## config.mk

```make
export PLATFORM = sky130hd
export DESIGN_NAME = pico_arb_2_1
export DESIGN_NICKNAME = d
export VERILOG_FILES = /design/src/rtl/pico_bus_pkg.sv /design/src/rtl/pico_bus_timeout.sv /design/src/rtl/pico_arb_2_1.sv
export SDC_FILE = /design/constraint.sdc
export NUM_CORES = 1
export LEC_CHECK = 0
export BUFFER_PORTS_ARGS = -buffer_cell sky130_fd_sc_hd__buf_2
export CAP_MARGIN = 10
export CORE_AREA = 3 3 130 132
export DETAILED_ROUTE_END_ITERATION = 10
export DIE_AREA = 0 0 133 135
export RECOVER_POWER = 25
export SYNTH_ARGS = -nofsm -noshare
export SYNTH_HDL_FRONTEND = slang
export SYNTH_SLANG_ARGS = --single-unit
```

## constraint.sdc

```tcl
create_clock -name clk -period 3.92 [get_ports clk]
set_input_delay 0.392 -clock clk [delete_from_list [all_inputs] [get_ports clk]]
set_output_delay 0.392 -clock clk [all_outputs]
set_load 0.05 [all_outputs]
```

## src/rtl/pico_bus_pkg.sv

```systemverilog
// Shared definitions for the PicoRV32 native-bus fabric: field widths, error word, arbiter states.
package pico_bus_pkg;

    localparam int unsigned ADDR_W = 32;
    localparam int unsigned DATA_W = 32;
    localparam int unsigned STRB_W = 4;

    localparam logic [DATA_W-1:0] ERR_RDATA_DEFAULT = 32'hDEAD_BEEF;

    typedef enum logic {
        StIdle,
        StBusy
    } arb_state_e;

endpackage

```

## src/rtl/pico_bus_timeout.sv

```systemverilog
// Bus watchdog counter: counts enabled cycles since the last clear and flags the final allowed cycle.
module pico_bus_timeout #(
    parameter int unsigned Limit = 1024
) (
    input  logic clk_i,
    input  logic reset_i,
    input  logic clr_i,
    input  logic en_i,
    output logic expire_o
);

    localparam int unsigned CntW = (Limit > 1) ? $clog2(Limit) : 1;
    // Limit == 0 disables the watchdog, so this value is never used in that case.
    localparam logic [CntW-1:0] LastCnt = CntW'(Limit - 1);

    logic [CntW-1:0] cnt_q, cnt_d;

    always_ff @(posedge clk_i) begin
        if (reset_i) begin
            cnt_q <= '0;
        end else begin
            cnt_q <= cnt_d;
        end
    end

    always_comb begin
        cnt_d = cnt_q;
        if (clr_i) begin
            cnt_d = '0;
        end else if (en_i) begin
            cnt_d = cnt_q + 1'b1;
        end
    end

    assign expire_o = (Limit != 0) && (cnt_q == LastCnt);

endmodule

```

## src/rtl/pico_arb_2_1.sv

```systemverilog
// Two-master round-robin arbiter for one PicoRV32 native-bus slave, with a timeout watchdog.
module pico_arb_2_1
    import pico_bus_pkg::*;
#(
    parameter int unsigned       TIMEOUT_CYCLES = 1024,
    parameter logic [DATA_W-1:0] ERR_RDATA      = ERR_RDATA_DEFAULT
) (
    input  logic              clk,
    input  logic              reset,

    input  logic              picom0_valid,
    output logic              picom0_ready,
    input  logic [ADDR_W-1:0] picom0_addr,
    input  logic [DATA_W-1:0] picom0_wdata,
    input  logic [STRB_W-1:0] picom0_wstrb,
    output logic [DATA_W-1:0] picom0_rdata,

    input  logic              picom1_valid,
    output logic              picom1_ready,
    input  logic [ADDR_W-1:0] picom1_addr,
    input  logic [DATA_W-1:0] picom1_wdata,
    input  logic [STRB_W-1:0] picom1_wstrb,
    output logic [DATA_W-1:0] picom1_rdata,

    output logic              picos_valid,
    input  logic              picos_ready,
    output logic [ADDR_W-1:0] picos_addr,
    output logic [DATA_W-1:0] picos_wdata,
    output logic [STRB_W-1:0] picos_wstrb,
    input  logic [DATA_W-1:0] picos_rdata,

    output logic              err_flag,
    output logic [ADDR_W-1:0] err_addr,
    input  logic              err_clr
);

    arb_state_e        state_q, state_d;
    logic              owner_q, owner_d;
    logic              last_q, last_d;
    logic              err_flag_q, err_flag_d;
    logic [ADDR_W-1:0] err_addr_q, err_addr_d;

    logic              busy;
    logic              expire;
    logic              timeout_hit;
    logic              own_valid;
    logic [ADDR_W-1:0] own_addr;
    logic [DATA_W-1:0] own_wdata;
    logic [STRB_W-1:0] own_wstrb;
    logic              own_ready;
    logic [DATA_W-1:0] own_rdata;

    assign busy      = (state_q == StBusy);
    assign own_valid = owner_q ? picom1_valid : picom0_valid;
    assign own_addr  = owner_q ? picom1_addr  : picom0_addr;
    assign own_wdata = owner_q ? picom1_wdata : picom0_wdata;
    assign own_wstrb = owner_q ? picom1_wstrb : picom0_wstrb;

    pico_bus_timeout #(
        .Limit (TIMEOUT_CYCLES)
    ) u_timeout (
        .clk_i    (clk),
        .reset_i  (reset),
        .clr_i    (~busy),
        .en_i     (busy & ~picos_ready),
        .expire_o (expire)
    );

    // A slave ready on the expiry cycle is a normal completion, not a timeout.
    assign timeout_hit = busy & own_valid & ~picos_ready & expire;

    always_ff @(posedge clk) begin
        if (reset) begin
            state_q    <= StIdle;
            owner_q    <= 1'b0;
            last_q     <= 1'b1;
            err_flag_q <= 1'b0;
            err_addr_q <= '0;
        end else begin
            state_q    <= state_d;
            owner_q    <= owner_d;
            last_q     <= last_d;
            err_flag_q <= err_flag_d;
            err_addr_q <= err_addr_d;
        end
    end

    always_comb begin
        state_d    = state_q;
        owner_d    = owner_q;
        last_d     = last_q;
        err_flag_d = err_flag_q;
        err_addr_d = err_addr_q;
        unique case (state_q)
            StIdle: begin
                if (picom0_valid || picom1_valid) begin
                    state_d = StBusy;
                    owner_d = (picom0_valid && picom1_valid) ? ~last_q : picom1_valid;
                end
            end
            StBusy: begin
                if (!own_valid) begin
                    state_d = StIdle;
                end else if (picos_ready || timeout_hit) begin
                    state_d = StIdle;
                    last_d  = owner_q;
                end
            end
            default: state_d = StIdle;
        endcase
        // A new timeout wins over a coincident clear and records the fresh address.
        if (timeout_hit) begin
            err_flag_d = 1'b1;
            if (!err_flag_q || err_clr) begin
                err_addr_d = own_addr;
            end
        end else if (err_clr) begin
            err_flag_d = 1'b0;
        end
    end

    always_comb begin
        picos_valid  = 1'b0;
        picos_addr   = '0;
        picos_wdata  = '0;
        picos_wstrb  = '0;
        own_ready    = 1'b0;
        own_rdata    = '0;
        picom0_ready = 1'b0;
        picom0_rdata = '0;
        picom1_ready = 1'b0;
        picom1_rdata = '0;
        if (busy && !reset) begin
            picos_valid = own_valid & ~timeout_hit;
            picos_addr  = own_addr;
            picos_wdata = own_wdata;
            picos_wstrb = own_wstrb;
            own_ready   = picos_ready | timeout_hit;
            own_rdata   = timeout_hit ? ERR_RDATA : picos_rdata;
            if (owner_q) begin
                picom1_ready = own_ready;
                picom1_rdata = own_rdata;
            end else begin
                picom0_ready = own_ready;
                picom0_rdata = own_rdata;
            end
        end
    end

    assign err_flag = err_flag_q;
    assign err_addr = err_addr_q;

endmodule
```

==> results.cfg, run 1 <==
[run_status]
status = finished with violations
violations = max-capacitance violations, max-slew violations

[synth]
syn_area_mm2 = 0.003427
avgSynthCellArea_um2 = 7.125
synth_warnings = 0
postSynthCellCount = 481
synth_area_leaders = dfxtp_1, mux2i_1, nor2_1
async_reset_ff_share_pct = 0
synth_area_leader_cell = dfxtp_1
ys_seq_area_share_pct = 26.87
synth.top_cell.area_share_pct = 26.87
synth_nets = 656
ys.flop_type = dfxtp_1
synth_edf_count = 0
ys_seq_elements = 46
synth.distinct_cells = 33

[grt]
grt_pass1_wl_um = 22740
grt_max_degree = 80
overflow = 0
grt_usage_pct = 15.47
first_global_vias = 4295
grt_antenna_before_repair = 0

[die]
start_util_pct = 21.65
fp.dieW_um = 133
rows = 46
die_h_um = 135
ios = 342
die_area_mm2 = 0.01796
coreArea_mm2 = 0.01583

[power_and_ir_drop]
leakagePower_nw = 2.676
power_density_mw_per_mm2 = 257.1
irDropWorstVdd_uv = 141.7

[worst_hold_path]
hp-start = picom1_valid
hp-class = primary input to register
worst_hold_path.num_cells = 3

[cts]
clk_path_buf_depth = 2
cts_setup_buffers = 0
hold_buffers = 0
cts_tree = done
path_clk_slew_ns = 0.06
clock_latency_ns = 0.29
ctsHtreeMaxLevel = 2
cts_num_sinks = 46
cts_buffers = 5
post_cts_resized = 0
cts-root-buf = clkbuf_16

[placed_design]
gp_congestion = 0.7756
port_buffers = 341
dpl.hpwl_um = 11930

[critical_path]
critPathCaptureType = primary output
worst-path-max-fanout = 43
crit_type = register to primary output
worstPathArrival_ns = 2.94
r2r_cells = 6
critPathLaunch = owner_q
timing.rr.start = owner_q
setup.worst_path.start_class = register
required_ns = 3.53

[cells_and_area]
finalCoreUtilization_pct = 34.21
nets = 969
final_common_cell = buf_2
area_growth_pct = 57.98
multiInputGateArea_mm2 = 0.002335
regArea_um2 = 924.6
n_antenna_cell = 0
nFillCells = 1757
drive_gt1_share_pct = 40.25
mostFrequentLayoutCells = buf_2, nor2_1, mux2i_1

[drt]
postRouteAntennaNets = 0
vias_per_cell = 4.344
drt_wl_total_um = 15010
wl_per_cell_um = 14.85
drc = 0
drtPass1Iterations = 4
drt-initial-drc-count = 214
vias = 4392

[sta]
max_slew_margin_pct = -8.384
max_freq_ghz = 0.3006
worst_pin_slew_ns = 1.626
fin_crit_ns = 3.327
drv_slew = 80
skew_ns = 0.007204
setup_tns_ns = 0
setup_violations = 0
period_share_pct = 84.88
rsz0062_at_grt = false
finalHoldViolations = 0

[job]
maxCapViolations = 1
-- metrics by stage --
stage / setup WS, ns / area (um2) / hold slack [ns] / cells / power [mW]
after detailed placement: 1.030 / 5311 / 0.5100 / 1003 / 0.9572
after global routing: 0.3767 / 5414 / 0.4360 / 1011 / 1.465
after global placement: 1.091 / 5311 / 0.5039 / 1003 / 0.9545
final: 0.5929 / 5414 / 0.4107 / 1011 / 1.392
after floorplan: 1.280 / 3427 / 0.4806 / 481 / 0.7927
after CTS: 0.7231 / 5469 / 0.4004 / 1011 / 1.418
-- final cells by class --
class / count / share of cell area [%]
sequential: 46 / 17.08
multi-input combinational: 389 / 43.12
clock buffer: 8 / 2.912
tap: 216 / 4.992
timing repair buffer: 350 / 31.75
inverter: 2 / 0.1387
-- metal layers --
layer  up-vias  part of all wire, %  global-route usage, %
met5         -                    0                      0
met4         0                  1.9                  4.677
met3        16                  6.6                  2.943
met2       181                   50                  26.52
met1      1950                   42                  19.73
li1       2245                    -                      -
-- registers in the layout, indices dropped and copies added, names as in the netlist --
name and cells:
err_addr 32, u_timeout.cnt_q 10, err_flag 1, busy 1, last_q 1, owner_q 1
-- cell families (layout without fill, tap and decap cells) --
logic type / after synthesis / after routing / synth area share (%)
compound gates: 70 / 70 / 12.67
xor+xnor: 8 / 8 / 2.044
fa+ha+maj: 1 / 1 / 0.3650
buf+inv: 46 / 360 / 5.404
flops: 46 / 46 / 26.87
mux: 71 / 71 / 20.74
simple gates: 239 / 239 / 31.91
-- final timing paths --
path,endpoint,slack [ns]
setup reg to reg,err_addr[8],1.32
hold reg to reg,u_timeout.cnt_q[9],0.52
setup / recovery,picos_wdata[31],0.59
hold / removal,owner_q,0.41
-- cells in the mapped netlist, types with 2 or more instances --
library cell / count
nor2_1: 161
mux2i_1: 71
dfxtp_1: 46
nor2b_1: 34
o31ai_1: 32
o21ai_1: 30
clkbuf_1: 29
and2_1: 16
buf_1: 7
buf_2: 7
nand2_1: 5
nand2b_1: 4
o21ai_0: 4
xnor2_1: 4
xor2_1: 4
a21oi_1: 3
nand4_1: 3
inv_1: 2
nand3_1: 2
nand3b_1: 2
nor3_1: 2
or3_1: 2
-- report_power, final --
group	leakage (nW)	total [mW]	switching [mW]	internal, mW
registers	0.372	0.483	0.0132	0.470
clock network	0.0763	0.449	0.173	0.276
logic	2.23	0.460	0.306	0.154
total	2.68	1.39	0.492	0.900
-- critical path: stages, from the launching register on --
cell      delay (ns)
dfxtp_4         0.68
clkbuf_2        1.09
mux2i_1         0.28
nor2_1          0.26
buf_2           0.34
Note: power is estimated with default switching activity, not from simulation.
==> inputs of run 2 (changes only) <==
- clock period: 3.92 -> 3.35 ns (I/O delays scaled with it)
==> results.cfg, run 2 (synthesis results as in run 1) <==
[run_status]
status = finished with violations
violations = max-capacitance violations, max-slew violations

[critical_path]
r2r_cells = 6
crit_path_frequent_cell = nor2_1
worstPathArrival_ns = 2.60
critPathCaptureType = primary output
critPathMaxStageDelay_ns = 0.63
crit_type = register to primary output
required_ns = 3.01
path_cells = ha_1 -> nand4_1 -> nor4_1 -> buf_4 -> nor2_1 -> nor2_1 -> buf_2
worst-path-max-fanout = 22
setup.worst_path.start_class = register
slowest_stage = nor4_1

[sta]
max_slew_margin_pct = -4.986
skew_ns = 0.004025
whs_ns = 0.3508
fin_crit_ns = 2.939
setup_violations = 0
finalHoldViolations = 0
max_freq_ghz = 0.3402
worst_pin_slew_ns = 1.575
drv_slew = 80
setup_tns_ns = 0
rsz0062_at_grt = false
period_share_pct = 87.73

[cts]
clk_path_buf_depth = 2
cts_setup_buffers = 0
hold_buffers = 0
cts_tree = done
ctsHtreeMaxLevel = 2
clock_latency_ns = 0.29
post_cts_resized = 0
cts-root-buf = clkbuf_16
cts_buffers = 5
cts_num_sinks = 46
path_clk_slew_ns = 0.06

[grt]
grt_antenna_before_repair = 0
overflow = 0
grt_max_degree = 80
first_global_vias = 4159
grt_pass1_wl_um = 22270
grt_usage_pct = 15.24

[power_and_ir_drop]
clkPwrFrac_pct = 31.9
power_density_mw_per_mm2 = 299.1
seqPwrFrac_pct = 34.2
swShare_pct = 36.65
p_sw_uw = 593.8
leakagePower_nw = 2.704
irDropWorstVdd_uv = 193.6
power.internal_mw = 1.026
combPwrFrac_pct = 33.9

[drt]
drc = 0
wl_per_cell_um = 14.70
drtPass1Iterations = 4
postRouteAntennaNets = 0
drt_wl_total_um = 14890
vias = 4381
drt-initial-drc-count = 211
vias_per_cell = 4.325

[worst_hold_path]
worst_hold_path.num_cells = 3
hp-class = primary input to register

[die]
fp.dieW_um = 133
ios = 342
start_util_pct = 21.65
rows = 46
die_h_um = 135
die_area_mm2 = 0.01796
coreArea_mm2 = 0.01583

[job]
maxCapViolations = 1

[cells_and_area]
n_antenna_cell = 0
final_common_cell = buf_2
mostFrequentLayoutCells = buf_2, nor2_1, mux2i_1
nets = 971
area_growth_pct = 58.05
largest_reg_flops = 32
drive_gt1_share_pct = 41.41
nFillCells = 1716

[placed_design]
port_buffers = 341
dpl.hpwl_um = 11750
gp_congestion = 0.7676
[run 2: cell count changes in the layout (fill, tap and decap cells not counted)]
cell        before  now
clkbuf_1        42   33
buf_2          301  308
clkinvlp_4       0    1
clkbuf_16        6    5
clkinv_2         0    1
buf_4            7    9
nor4_4           1    0
clkbuf_8         0    1
nor4_1           1    2
[run 2: cell type report]
cell class	count	area, um2	share of cell area (%)
Timing Repair Buffer	352	1743	32.18
Tap cell	216	270.3	4.990
Sequential cell	46	924.6	17.07
Multi-Input combinational cell	389	2320	42.83
Clock inverter	2	12.51	0.2310
Inverter	2	7.507	0.1386
Clock buffer	6	138.9	2.564
[run 2: stage by stage]
step                      area (um2)  util (%)  instances  setup slack, ns  power (mW)
after floorplan                 3427         -        481           0.7674      0.9276
after global placement          5326     33.65       1005           0.8964       1.118
after global routing            5416     34.22       1013           0.1730       1.706
after detailed placement        5326     33.65       1005           0.8166       1.121
after CTS                       5478     34.61       1013           0.4828       1.653
final                           5416     34.22       1013           0.4110       1.620
[run 2: worst paths after layout]
check                                   startpoint          endpoint  slack, ns
worst max-delay path            u_timeout.cnt_q[0]  picom0_rdata[18]       0.41
worst min-delay path                  picom1_valid           owner_q       0.35
worst max register to register  u_timeout.cnt_q[0]       err_addr[2]       0.96
worst min register to register              last_q            last_q       0.51
[run 2: worst max-delay path: cells and delay by family, from the launching register on]
| kind | cells | cell delay [ns] |
|---|---|---|
| buffers and inverters | 2 | 0.69 |
| DFF | 1 | 0.36 |
| adders and majority gates | 1 | 0.19 |
| and+or+nand+nor | 4 | 1.07 |
[run 2: power by group through the flow]
stage | logic, mW | registers [mW] | clock network, mW
after floorplan | 0.364 | 0.563 | 0
after global routing | 0.591 | 0.554 | 0.560
final | 0.549 | 0.554 | 0.518
after global placement | 0.552 | 0.566 | 0
after CTS | 0.556 | 0.554 | 0.544
after detailed placement | 0.554 | 0.567 | 0
[run 2: per-layer routing]
metal / track usage, % / up-vias / share of wire (%)
li1: - / 2245 / -
met1: 19.18 / 1945 / 42
met2: 26.55 / 178 / 50
met3: 3.279 / 13 / 6.6
met4: 3.811 / 0 / 1.5
met5: 0 / - / 0
